--- src/rtl/uart_rx_param.sv ---
// uart_rx_param: oversampled UART receiver with configurable data width,
// parity and stop bits. The received word sits in a one-deep valid/ready
// holding register with per-word parity/framing flags and a sticky overrun.
// Optional feature macro: UART_RX_BREAK_EN (break detection on all-zero frames).
//
// state   | meaning
// --------+--------------------------------------------------------------
// S_IDLE  | waiting for an armed falling edge on rx_s; latches frame config
// S_START | half-bit wait, then confirms the start bit (or false start)
// S_DATA  | samples data bits at bit centre, LSB first
// S_PARITY| samples the parity bit (only when parity is enabled)
// S_STOP  | samples one or two stop bits, then commits or flags break
module uart_rx_param #(
   parameter int DATA_MAX    = 9,
   parameter int OVERSAMPLE  = 16,
   parameter int SYNC_STAGES = 2
) (
   input  logic                clk_rx,
   input  logic                reset,
   input  logic                rx,
   input  logic [3:0]          data_bits,
   input  logic [1:0]          par,
   input  logic                stop_bits,
   output logic [DATA_MAX-1:0] dout,
   output logic                dout_valid,
   input  logic                dout_ready,
   output logic                par_err,
   output logic                frame_err,
   output logic                overrun,
   output logic                break_det,
   output logic                busy
);

   localparam int CW = $clog2(OVERSAMPLE);
   localparam logic [CW-1:0] CNT_HALF = CW'(OVERSAMPLE / 2 - 1);
   localparam logic [CW-1:0] CNT_FULL = CW'(OVERSAMPLE - 1);
`ifdef UART_RX_BREAK_EN
   localparam bit BRK_EN = 1'b1;
`else
   localparam bit BRK_EN = 1'b0;
`endif

   typedef enum logic [2:0] {
      S_IDLE,
      S_START,
      S_DATA,
      S_PARITY,
      S_STOP
   } state_t;

   state_t                 state_q, state_d;
   logic [SYNC_STAGES-1:0] sync_q, sync_d;
   logic [CW-1:0]          cnt_q, cnt_d;
   logic [3:0]             bit_cnt_q, bit_cnt_d;
   logic [3:0]             nbits_q, nbits_d;
   logic [1:0]             par_q, par_d;
   logic                   stop2_q, stop2_d;
   logic                   stop_idx_q, stop_idx_d;
   logic [DATA_MAX-1:0]    shreg_q, shreg_d;
   logic                   perr_q, perr_d;
   logic                   ferr_q, ferr_d;
   logic                   zero_q, zero_d;
   logic                   armed_q, armed_d;
   logic [DATA_MAX-1:0]    dout_q, dout_d;
   logic                   dout_valid_q, dout_valid_d;
   logic                   par_err_q, par_err_d;
   logic                   frame_err_q, frame_err_d;
   logic                   overrun_q, overrun_d;
   logic                   break_q, break_d;
   logic                   busy_q, busy_d;

   logic                   rx_s;
   logic [3:0]             nbits_in;
   logic                   par_en;
   logic                   frame_done;
   logic                   ferr_fin;
   logic                   brk_raw;
   logic                   is_break;
   logic                   hs;

   assign rx_s   = sync_q[SYNC_STAGES-1];
   assign par_en = (par_q == 2'b01) || (par_q == 2'b10);

   // Clamp the requested data width into 5..DATA_MAX before latching it.
   always_comb begin
      nbits_in = data_bits;
      if (data_bits < 4'd5)
         nbits_in = 4'd5;
      else if (data_bits > 4'(DATA_MAX))
         nbits_in = 4'(DATA_MAX);
   end

   // Next-state logic for the synchroniser, frame FSM and holding register.
   always_comb begin
      state_d      = state_q;
      sync_d       = {sync_q[SYNC_STAGES-2:0], rx};
      cnt_d        = cnt_q;
      bit_cnt_d    = bit_cnt_q;
      nbits_d      = nbits_q;
      par_d        = par_q;
      stop2_d      = stop2_q;
      stop_idx_d   = stop_idx_q;
      shreg_d      = shreg_q;
      perr_d       = perr_q;
      ferr_d       = ferr_q;
      zero_d       = zero_q;
      armed_d      = armed_q;
      dout_d       = dout_q;
      dout_valid_d = dout_valid_q;
      par_err_d    = par_err_q;
      frame_err_d  = frame_err_q;
      overrun_d    = overrun_q;
      frame_done   = 1'b0;
      ferr_fin     = ferr_q;
      brk_raw      = 1'b0;
      is_break     = 1'b0;

      case (state_q)
         S_IDLE: begin
            cnt_d = '0;
            if (armed_q && !rx_s) begin
               state_d = S_START;
               armed_d = 1'b0;
               nbits_d = nbits_in;
               par_d   = par;
               stop2_d = stop_bits;
            end else if (rx_s) begin
               armed_d = 1'b1;
            end
         end
         S_START: begin
            if (cnt_q == CNT_HALF) begin
               cnt_d = '0;
               if (!rx_s) begin
                  state_d    = S_DATA;
                  bit_cnt_d  = '0;
                  shreg_d    = '0;
                  perr_d     = 1'b0;
                  ferr_d     = 1'b0;
                  zero_d     = 1'b1;
                  stop_idx_d = 1'b0;
               end else begin
                  state_d = S_IDLE;
               end
            end else begin
               cnt_d = cnt_q + 1'b1;
            end
         end
         S_DATA: begin
            if (cnt_q == CNT_FULL) begin
               cnt_d  = '0;
               zero_d = zero_q & ~rx_s;
               for (int i = 0; i < DATA_MAX; i++) begin
                  if (bit_cnt_q == 4'(i))
                     shreg_d[i] = rx_s;
               end
               if (bit_cnt_q == nbits_q - 4'd1)
                  state_d = par_en ? S_PARITY : S_STOP;
               else
                  bit_cnt_d = bit_cnt_q + 4'd1;
            end else begin
               cnt_d = cnt_q + 1'b1;
            end
         end
         S_PARITY: begin
            if (cnt_q == CNT_FULL) begin
               cnt_d   = '0;
               zero_d  = zero_q & ~rx_s;
               // shreg_q holds only the latched bits, upper bits are zero
               if (par_q == 2'b01)
                  perr_d = (rx_s != ^shreg_q);
               else
                  perr_d = (rx_s != ~^shreg_q);
               state_d = S_STOP;
            end else begin
               cnt_d = cnt_q + 1'b1;
            end
         end
         S_STOP: begin
            if (cnt_q == CNT_FULL) begin
               cnt_d    = '0;
               ferr_fin = ferr_q | ~rx_s;
               ferr_d   = ferr_fin;
               if (!stop_idx_q)
                  zero_d = zero_q & ~rx_s;
               if (stop2_q && !stop_idx_q) begin
                  stop_idx_d = 1'b1;
               end else begin
                  state_d = S_IDLE;
                  // a break needs the first stop sample low as well
                  brk_raw    = zero_q & (stop_idx_q | ~rx_s);
                  is_break   = BRK_EN & brk_raw;
                  frame_done = ~is_break;
               end
            end else begin
               cnt_d = cnt_q + 1'b1;
            end
         end
         default: state_d = S_IDLE;
      endcase

      hs = dout_valid_q & dout_ready;
      if (hs) begin
         dout_valid_d = 1'b0;
         overrun_d    = 1'b0;
      end
      if (frame_done) begin
         if (!dout_valid_q || dout_ready) begin
            dout_d       = shreg_q;
            par_err_d    = perr_q;
            frame_err_d  = ferr_fin;
            dout_valid_d = 1'b1;
         end else begin
            overrun_d = 1'b1;
         end
      end

      break_d = is_break;
      busy_d  = (state_d != S_IDLE);
   end

   // State and output registers; the synchroniser resets to the idle level.
   always_ff @(posedge clk_rx or posedge reset) begin
      if (reset) begin
         state_q      <= S_IDLE;
         sync_q       <= '1;
         cnt_q        <= '0;
         bit_cnt_q    <= '0;
         nbits_q      <= 4'd5;
         par_q        <= 2'b00;
         stop2_q      <= 1'b0;
         stop_idx_q   <= 1'b0;
         shreg_q      <= '0;
         perr_q       <= 1'b0;
         ferr_q       <= 1'b0;
         zero_q       <= 1'b0;
         armed_q      <= 1'b0;
         dout_q       <= '0;
         dout_valid_q <= 1'b0;
         par_err_q    <= 1'b0;
         frame_err_q  <= 1'b0;
         overrun_q    <= 1'b0;
         break_q      <= 1'b0;
         busy_q       <= 1'b0;
      end else begin
         state_q      <= state_d;
         sync_q       <= sync_d;
         cnt_q        <= cnt_d;
         bit_cnt_q    <= bit_cnt_d;
         nbits_q      <= nbits_d;
         par_q        <= par_d;
         stop2_q      <= stop2_d;
         stop_idx_q   <= stop_idx_d;
         shreg_q      <= shreg_d;
         perr_q       <= perr_d;
         ferr_q       <= ferr_d;
         zero_q       <= zero_d;
         armed_q      <= armed_d;
         dout_q       <= dout_d;
         dout_valid_q <= dout_valid_d;
         par_err_q    <= par_err_d;
         frame_err_q  <= frame_err_d;
         overrun_q    <= overrun_d;
         break_q      <= break_d;
         busy_q       <= busy_d;
      end
   end

   assign dout       = dout_q;
   assign dout_valid = dout_valid_q;
   assign par_err    = par_err_q;
   assign frame_err  = frame_err_q;
   assign overrun    = overrun_q;
   assign break_det  = break_q;
   assign busy       = busy_q;

endmodule

--- config.mk ---
export PLATFORM = sky130hd
export DESIGN_NAME = uart_rx_param
export DESIGN_NICKNAME = d
export VERILOG_FILES = /design/src/rtl/uart_rx_param.sv
export SDC_FILE = /design/constraint.sdc
export NUM_CORES = 1
export LEC_CHECK = 0
export ABC_AREA = 1
export CORE_MARGIN = 2
export CORE_UTILIZATION = 56
export CTS_CLUSTER_DIAMETER = 60
export DETAILED_ROUTE_END_ITERATION = 10
export PLACE_DENSITY = 0.88
export SLEW_MARGIN = 10
export SYNTH_ARGS = -nofsm -noshare
export SYNTH_HDL_FRONTEND = slang
export SYNTH_SLANG_ARGS = --single-unit
--- constraint.sdc ---
create_clock -name clk_rx -period 2.35 [get_ports clk_rx]
set_input_delay 0.47 -clock clk_rx [delete_from_list [all_inputs] [get_ports clk_rx]]
set_output_delay 0.47 -clock clk_rx [all_outputs]
set_load 0.01 [all_outputs]
==> results of run 1 <==
[stage by stage]
stage | cells | instance area, um2 | power (uW) | hold WS [ps]
2_1_floorplan | 291 | 2520 | 1940 | 345
3_3_place_gp | 365 | 2800 | 2110 | 348
3_5_place_dp | 365 | 2800 | 2170 | 350
4_1_cts | 373 | 2930 | 2860 | 362
5_1_grt | 373 | 2930 | 3070 | 368
6_report | 373 | 2930 | 2840 | 362
[cells in the mapped netlist]
library cell / number / area [um2]
nand2_1: 63 / 236
dfrtp_1: 43 / 1080
inv_1: 38 / 143
o21ai_0: 22 / 110
nand3_1: 21 / 105
a21oi_1: 15 / 75.1
nor2_1: 14 / 52.6
a31oi_1: 10 / 62.6
ha_1: 7 / 87.6
inv_2: 7 / 26.3
xor2_1: 7 / 61.3
dfstp_2: 4 / 105
mux2_2: 4 / 45.0
mux2_4: 4 / 60.1
nand2_2: 4 / 25.0
nor2_4: 3 / 33.8
nor3_1: 3 / 15.0
xnor2_1: 3 / 26.3
buf_4: 2 / 15.0
nor2_2: 2 / 12.5
o21bai_1: 2 / 15.0
o31ai_1: 2 / 15.0
buf_6: 1 / 11.3
buf_8: 1 / 15.0
conb_1: 1 / 3.75
nand2_4: 1 / 11.3
nand3_2: 1 / 10.0
nand4_1: 1 / 6.26
nor2_8: 1 / 20.0
o211ai_1: 1 / 7.51
o21ai_4: 1 / 16.3
o22ai_1: 1 / 6.26
or2_2: 1 / 6.26
[logic make-up (layout without fill, tap and decap cells)]
logic type	count (synthesis)	count (layout)	synth area share [%]
simple gates	115	115	21.2
flops	47	47	46.9
mux	8	8	4.17
xor+xnor	10	10	3.48
buf+inv	49	79	8.35
other cells	1	1	0.149
compound gates	54	54	12.2
fa+ha+maj	7	7	3.48
[critical path, delay by kind of cell, from the launching register on]
family / cells / cell delay [ps]
xor gates and xnor gates: 1 / 130
buffers and inverters: 1 / 70
DFF: 1 / 550
AOI/OAI and AO/OA: 1 / 150
adders and majority gates: 1 / 300
and+or+nand+nor: 6 / 590
[cells in the final DEF, fill, tap and decap left out]
| cell type | Yosys | routed |
|---|---|---|
| a21oi_1 | 15 | 15 |
| a31oi_1 | 10 | 10 |
| buf_4 | 2 | 2 |
| bufinv_16 | 0 | 2 |
| clkbuf_1 | 0 | 1 |
| clkbuf_8 | 0 | 5 |
| clkdlybuf4s50_1 | 0 | 24 |
| conb_1 | 1 | 1 |
| dfrtp_1 | 43 | 43 |
| dfstp_2 | 4 | 4 |
| ha_1 | 7 | 7 |
| inv_1 | 38 | 37 |
| inv_2 | 7 | 8 |
| mux2_2 | 4 | 4 |
| mux2_4 | 4 | 4 |
| nand2_1 | 63 | 63 |
| nand2_2 | 4 | 4 |
| nand2_4 | 1 | 1 |
| nand3_1 | 21 | 21 |
| nand3_2 | 1 | 1 |
| nand4_1 | 1 | 1 |
| nor2_1 | 14 | 14 |
| nor2_2 | 2 | 2 |
| nor2_4 | 3 | 3 |
| nor2_8 | 1 | 1 |
| nor3_1 | 3 | 3 |
| o211ai_1 | 1 | 1 |
| o21ai_0 | 22 | 22 |
| o21ai_4 | 1 | 1 |
| o21bai_1 | 2 | 2 |
| o22ai_1 | 1 | 1 |
| o31ai_1 | 2 | 2 |
| or2_2 | 1 | 1 |
| xnor2_1 | 3 | 3 |
| xor2_1 | 7 | 7 |
[layout make-up]
class	count	area, um2
Inverter	45	169
Clock inverter	2	60.1
Tap cell	52	65.1
Timing Repair Buffer	26	255
Sequential cell	47	1180
Clock buffer	6	72.6
Fill cell	353	1430
Multi-Input combinational cell	195	1130
[power by group]
part	internal [uW]	switching [uW]
Combinational	391	593
Sequential	1010	163
Clock	425	264
[registers in the layout (all words and copies together), names as in the netlist, 2 cells and up]
| signal | flops |
|---|---|
| bit_cnt_q | 4 |
| cnt_q | 4 |
| dout | 9 |
| nbits_q | 4 |
| par_q | 2 |
| shreg_q | 9 |
| state_q | 3 |
| sync_q | 2 |
[path summary, 6_finish.rpt]
check | start | end
min reg2reg | sync_q[0] | sync_q[1]
max reg2reg | nbits_q[0] | busy
max | nbits_q[0] | busy
min in group asynchronous | reset | frame_err
max in group asynchronous | reset | nbits_q[2]
min | sync_q[0] | sync_q[1]
[metal layers]
layer	GRT usage (%)	wire, um	up-vias	part of all wire [%]
met5	0	0	-	0
li1	-	-	1002	-
met3	4.27	172	6	3.9
met4	5.03	56	0	1.3
met1	23.4	2010	913	46
met2	33.6	2150	37	49
==> impl_metrics.json, run 1 <==
{
  "outcome": "completed",
  "clkTransAtPathRegs_ps": 80,
  "antenna_cells": 0,
  "cts_resized": 0,
  "crit_type": "reg2reg",
  "vias": 1958,
  "cts_buffer_depth": 2,
  "boundaryPins": 26,
  "syn_nets": 309,
  "synth_cell_types": 33,
  "cp_max_fo": 5,
  "start_kind": "flip-flop",
  "fin_crit_ps": 1930,
  "fin_nets": 338,
  "place_worst_setup_slack_ps": 425,
  "dieHeight_um": 71.0,
  "setup-violations-final": 0,
  "port_buffers": 24,
  "whs_path_depth": 0,
  "routedWlPerCell_um": 11.7,
  "drive_above_1_share_pct": 13.4,
  "num_rows": 24,
  "cts_hold_buf": 0,
  "wirelength_um": 4380,
  "p_leak_uw": 0.00147,
  "start_util_pct": 57.8,
  "dieArea_mm2": 0.00505,
  "seq_area_frac_synth_pct": 46.9,
  "cp_cell_sequence": "inv_1 -> ha_1 -> xor2_1 -> nand2_1 -> nor2_2 -> nand3_1 -> nand2_1 -> nand2_1 -> a21oi_1 -> nand3_1",
  "critPathCaptureType": "flip-flop",
  "min-delay-path-class": "reg2reg",
  "dp_hpwl_um": 3360,
  "clk_latency_ps": 300,
  "synth.ff_latch_count": 47,
  "syn_area_mm2": 0.00252,
  "grt-ovfl-total": 0,
  "htree_num_levels": 2,
  "slew_violations": 0,
  "period_share_pct": 82.0,
  "gp_congestion": 0.895,
  "post_cts_buffers": 0,
  "finalHoldViolations": 0,
  "track_usage_pct": 19.0,
  "synth_warnings": 0,
  "fin_setup_tns_ps": 0,
  "rsz0062_at_grt": "no",
  "root_buffer": "clkbuf_8",
  "max_stage_delay_ps": 550,
  "critPathArrivalTime_ps": 2100,
  "max_clock_freq_mhz": 519,
  "synth.avg_cell_area_um2": 8.65,
  "drt-initial-drc-count": 75,
  "cts_tree": "built",
  "core_mm2": 0.00435,
  "syn_to_final_growth_pct": 16.4,
  "grt_pass1_wl_um": 7600,
  "ir_drop_v": 0.000601,
  "critPathSlowestCell": "dfstp_2",
  "die_w_um": 71.0,
  "synth_cells": 291,
  "cp.required_ps": 2520,
  "drt_pass1_iterations": 4,
  "antenna_found_initial": 0,
  "r2r_setup_slack_ps": 420,
  "cts.sinks": 47,
  "via_per_inst": 5.25,
  "fin_ws_ps": 422,
  "fin_util_pct": 67.3,
  "maxCapViolations": 0,
  "grt_pass1_vias": 1774,
  "r2r_cells": 10,
  "drtAntennaViolNets": 0,
  "skew_ps": 4.72,
  "path_common_cell": "nand2_1",
  "drcViolationCount": 0,
  "power_density_mw_per_mm2": 970,
  "cts_made_buffers": 5,
  "grt_max_degree": 24
}
Note: power is estimated with default switching activity, not from simulation.
==> run 2: changes to the inputs <==
==> constraint.sdc (replaced) <==
create_clock -name clk_rx -period 1.8 [get_ports clk_rx]
set_input_delay 0.36 -clock clk_rx [delete_from_list [all_inputs] [get_ports clk_rx]]
set_output_delay 0.36 -clock clk_rx [all_outputs]
set_load 0.01 [all_outputs]
==> run 2 against run 1 <==
Sequential share of layout area decreased by 1.5 points. Non-clock buffer count grew 9. Clock power rose by 31%. Worst setup slack worse by 410 ps. Die area stayed put. Power rose by 36%. First-iteration DRC count grew 12%. Count of clock-buffer cells in the layout unchanged. Register-to-register slack got worse by 410 ps. Worst hold slack got worse by 4.6 ps. Utilization rose by 2.6 points. Combinational power increased by 47%. Highest routed layer unchanged.
==> impl_metrics.json, run 2 (same netlist as run 1, synthesis figures left out) <==
{
  "start_util_pct": 57.8,
  "ir_drop_v": 0.000644,
  "antenna_found_initial": 0,
  "maxCapViolations": 0,
  "critPathSlowestCell": "dfstp_2",
  "p_leak_uw": 0.00152,
  "cts.sinks": 47,
  "clk_latency_ps": 300,
  "start_kind": "flip-flop",
  "crit_type": "reg2reg",
  "root_buffer": "clkbuf_8",
  "clkTransAtPathRegs_ps": 80,
  "htree_num_levels": 2,
  "fin_nets": 347,
  "max_stage_delay_ps": 540,
  "syn_to_final_growth_pct": 20.8,
  "holdWs_ps": 357,
  "mostFrequentLayoutCell": "nand2_1",
  "r2r_cells": 10,
  "period_share_pct": 99.3,
  "grt_pass1_vias": 1846,
  "rsz0062_at_grt": "yes",
  "min-delay-path-class": "in2async",
  "cts_hold_buf": 0,
  "vias": 2007,
  "r2r_setup_slack_ps": 10,
  "p_total_uw": 3870,
  "antenna_cells": 0,
  "gp_congestion": 0.909,
  "fin_area_mm2": 0.00304,
  "fin_ws_ps": 13.3,
  "max_clock_freq_mhz": 560,
  "dpl_cell_area_mm2": 0.00284,
  "outcome": "completed",
  "seq_area_mm2": 0.00118,
  "skew_ps": 7.87,
  "dieArea_mm2": 0.00505,
  "core_mm2": 0.00435,
  "dieHeight_um": 71.0,
  "grt_max_degree": 26,
  "cp.required_ps": 1980,
  "cp_num_buf_inv": 1,
  "fin_setup_tns_ps": 0,
  "critPathCaptureType": "flip-flop",
  "power_density_mw_per_mm2": 1270,
  "grt_pass1_wl_um": 7730,
  "routedWlPerCell_um": 12.1,
  "drcViolationCount": 0,
  "multi_input_area_mm2": 0.00116,
  "track_usage_pct": 19.6,
  "drtAntennaViolNets": 0,
  "cp_max_fo": 5,
  "r2r-end": "busy",
  "port_buffers": 24,
  "path_common_cell": "nand2_1",
  "cts_tree": "built",
  "die_w_um": 71.0,
  "place_worst_setup_slack_ps": -61.6,
  "cp_top_family": "flip-flops",
  "boundaryPins": 26,
  "finalHoldViolations": 0,
  "drive_above_1_share_pct": 17.3,
  "via_per_inst": 5.25,
  "cts_buffer_depth": 2,
  "reg2reg_from": "nbits_q[0]",
  "drt_pass1_iterations": 4,
  "critPathArrivalTime_ps": 1970,
  "wirelength_um": 4610,
  "fin_crit_ps": 1790,
  "slew_violations": 0,
  "drt-initial-drc-count": 84,
  "cts_made_buffers": 5,
  "grt-ovfl-total": 0,
  "layout.cells.most_common_list": "nand2_1 (63), dfrtp_1 (43), inv_1 (36), clkdlybuf4s50_1 (24), o21ai_0 (21)",
  "cp_cell_sequence": "inv_2 -> ha_4 -> xor2_1 -> nand2_1 -> nor2_4 -> nand3_2 -> nand2_1 -> nand2_1 -> a21oi_2 -> nand3_2",
  "setup-violations-final": 0,
  "num_rows": 24,
  "fillers": 339,
  "dp_hpwl_um": 3380
}
[run 2: metrics by stage]
step	instances	util (%)
after floorplan	291	-
after global placement	369	65.2
after detailed placement	369	65.2
after CTS	377	68.9
after global routing	382	69.8
final	382	69.8
[run 2: worst reg2reg max path, delay by kind of cell, from the launching register on]
kind                       cells  cell delay [ps]
AOI/OAI and AO/OA              1              170
xor gates and xnor gates       1              140
adders and majority gates      1              260
buffers and inverters          1               50
DFF                            1              540
and+or+nand+nor                6              500
[run 2: worst max path at each step]
stage,from,depth (start not counted),to
2_1_floorplan,nbits_q[0],10,busy
3_3_place_gp,nbits_q[0],10,busy
3_5_place_dp,nbits_q[0],10,busy
4_1_cts,cnt_q[0],9,bit_cnt_q[2]
5_1_grt,nbits_q[0],10,busy
6_report,nbits_q[0],10,busy
[run 2: cell type report]
class                           count  share of cell area [%]
Inverter                           45                    5.56
Timing Repair Buffer               35                    11.0
Clock buffer                        6                    2.39
Clock inverter                      2                    1.98
Multi-Input combinational cell    195                    38.1
Tap cell                           52                    2.14
Sequential cell                    47                    38.8
[run 2: layer usage]
| metal | share of wire, % | global-route usage [%] |
|---|---|---|
| met1 | 44 | 23.3 |
| met2 | 51 | 33.3 |
| met3 | 3.3 | 5.27 |
| met4 | 1.8 | 8.39 |
| met5 | 0 | 0 |
[run 2: where the power goes]
part	internal [uW]	switching, uW
sequential	1310	206
combinational	591	856
clock	555	348
total	2460	1410
[run 2: what timing repair did]
item / CTS / global route
setup endpoints to repair: 5 / 14
resized for setup: 5 / 2
pin swaps: 5 / 5
buffers inserted: 0 / 5
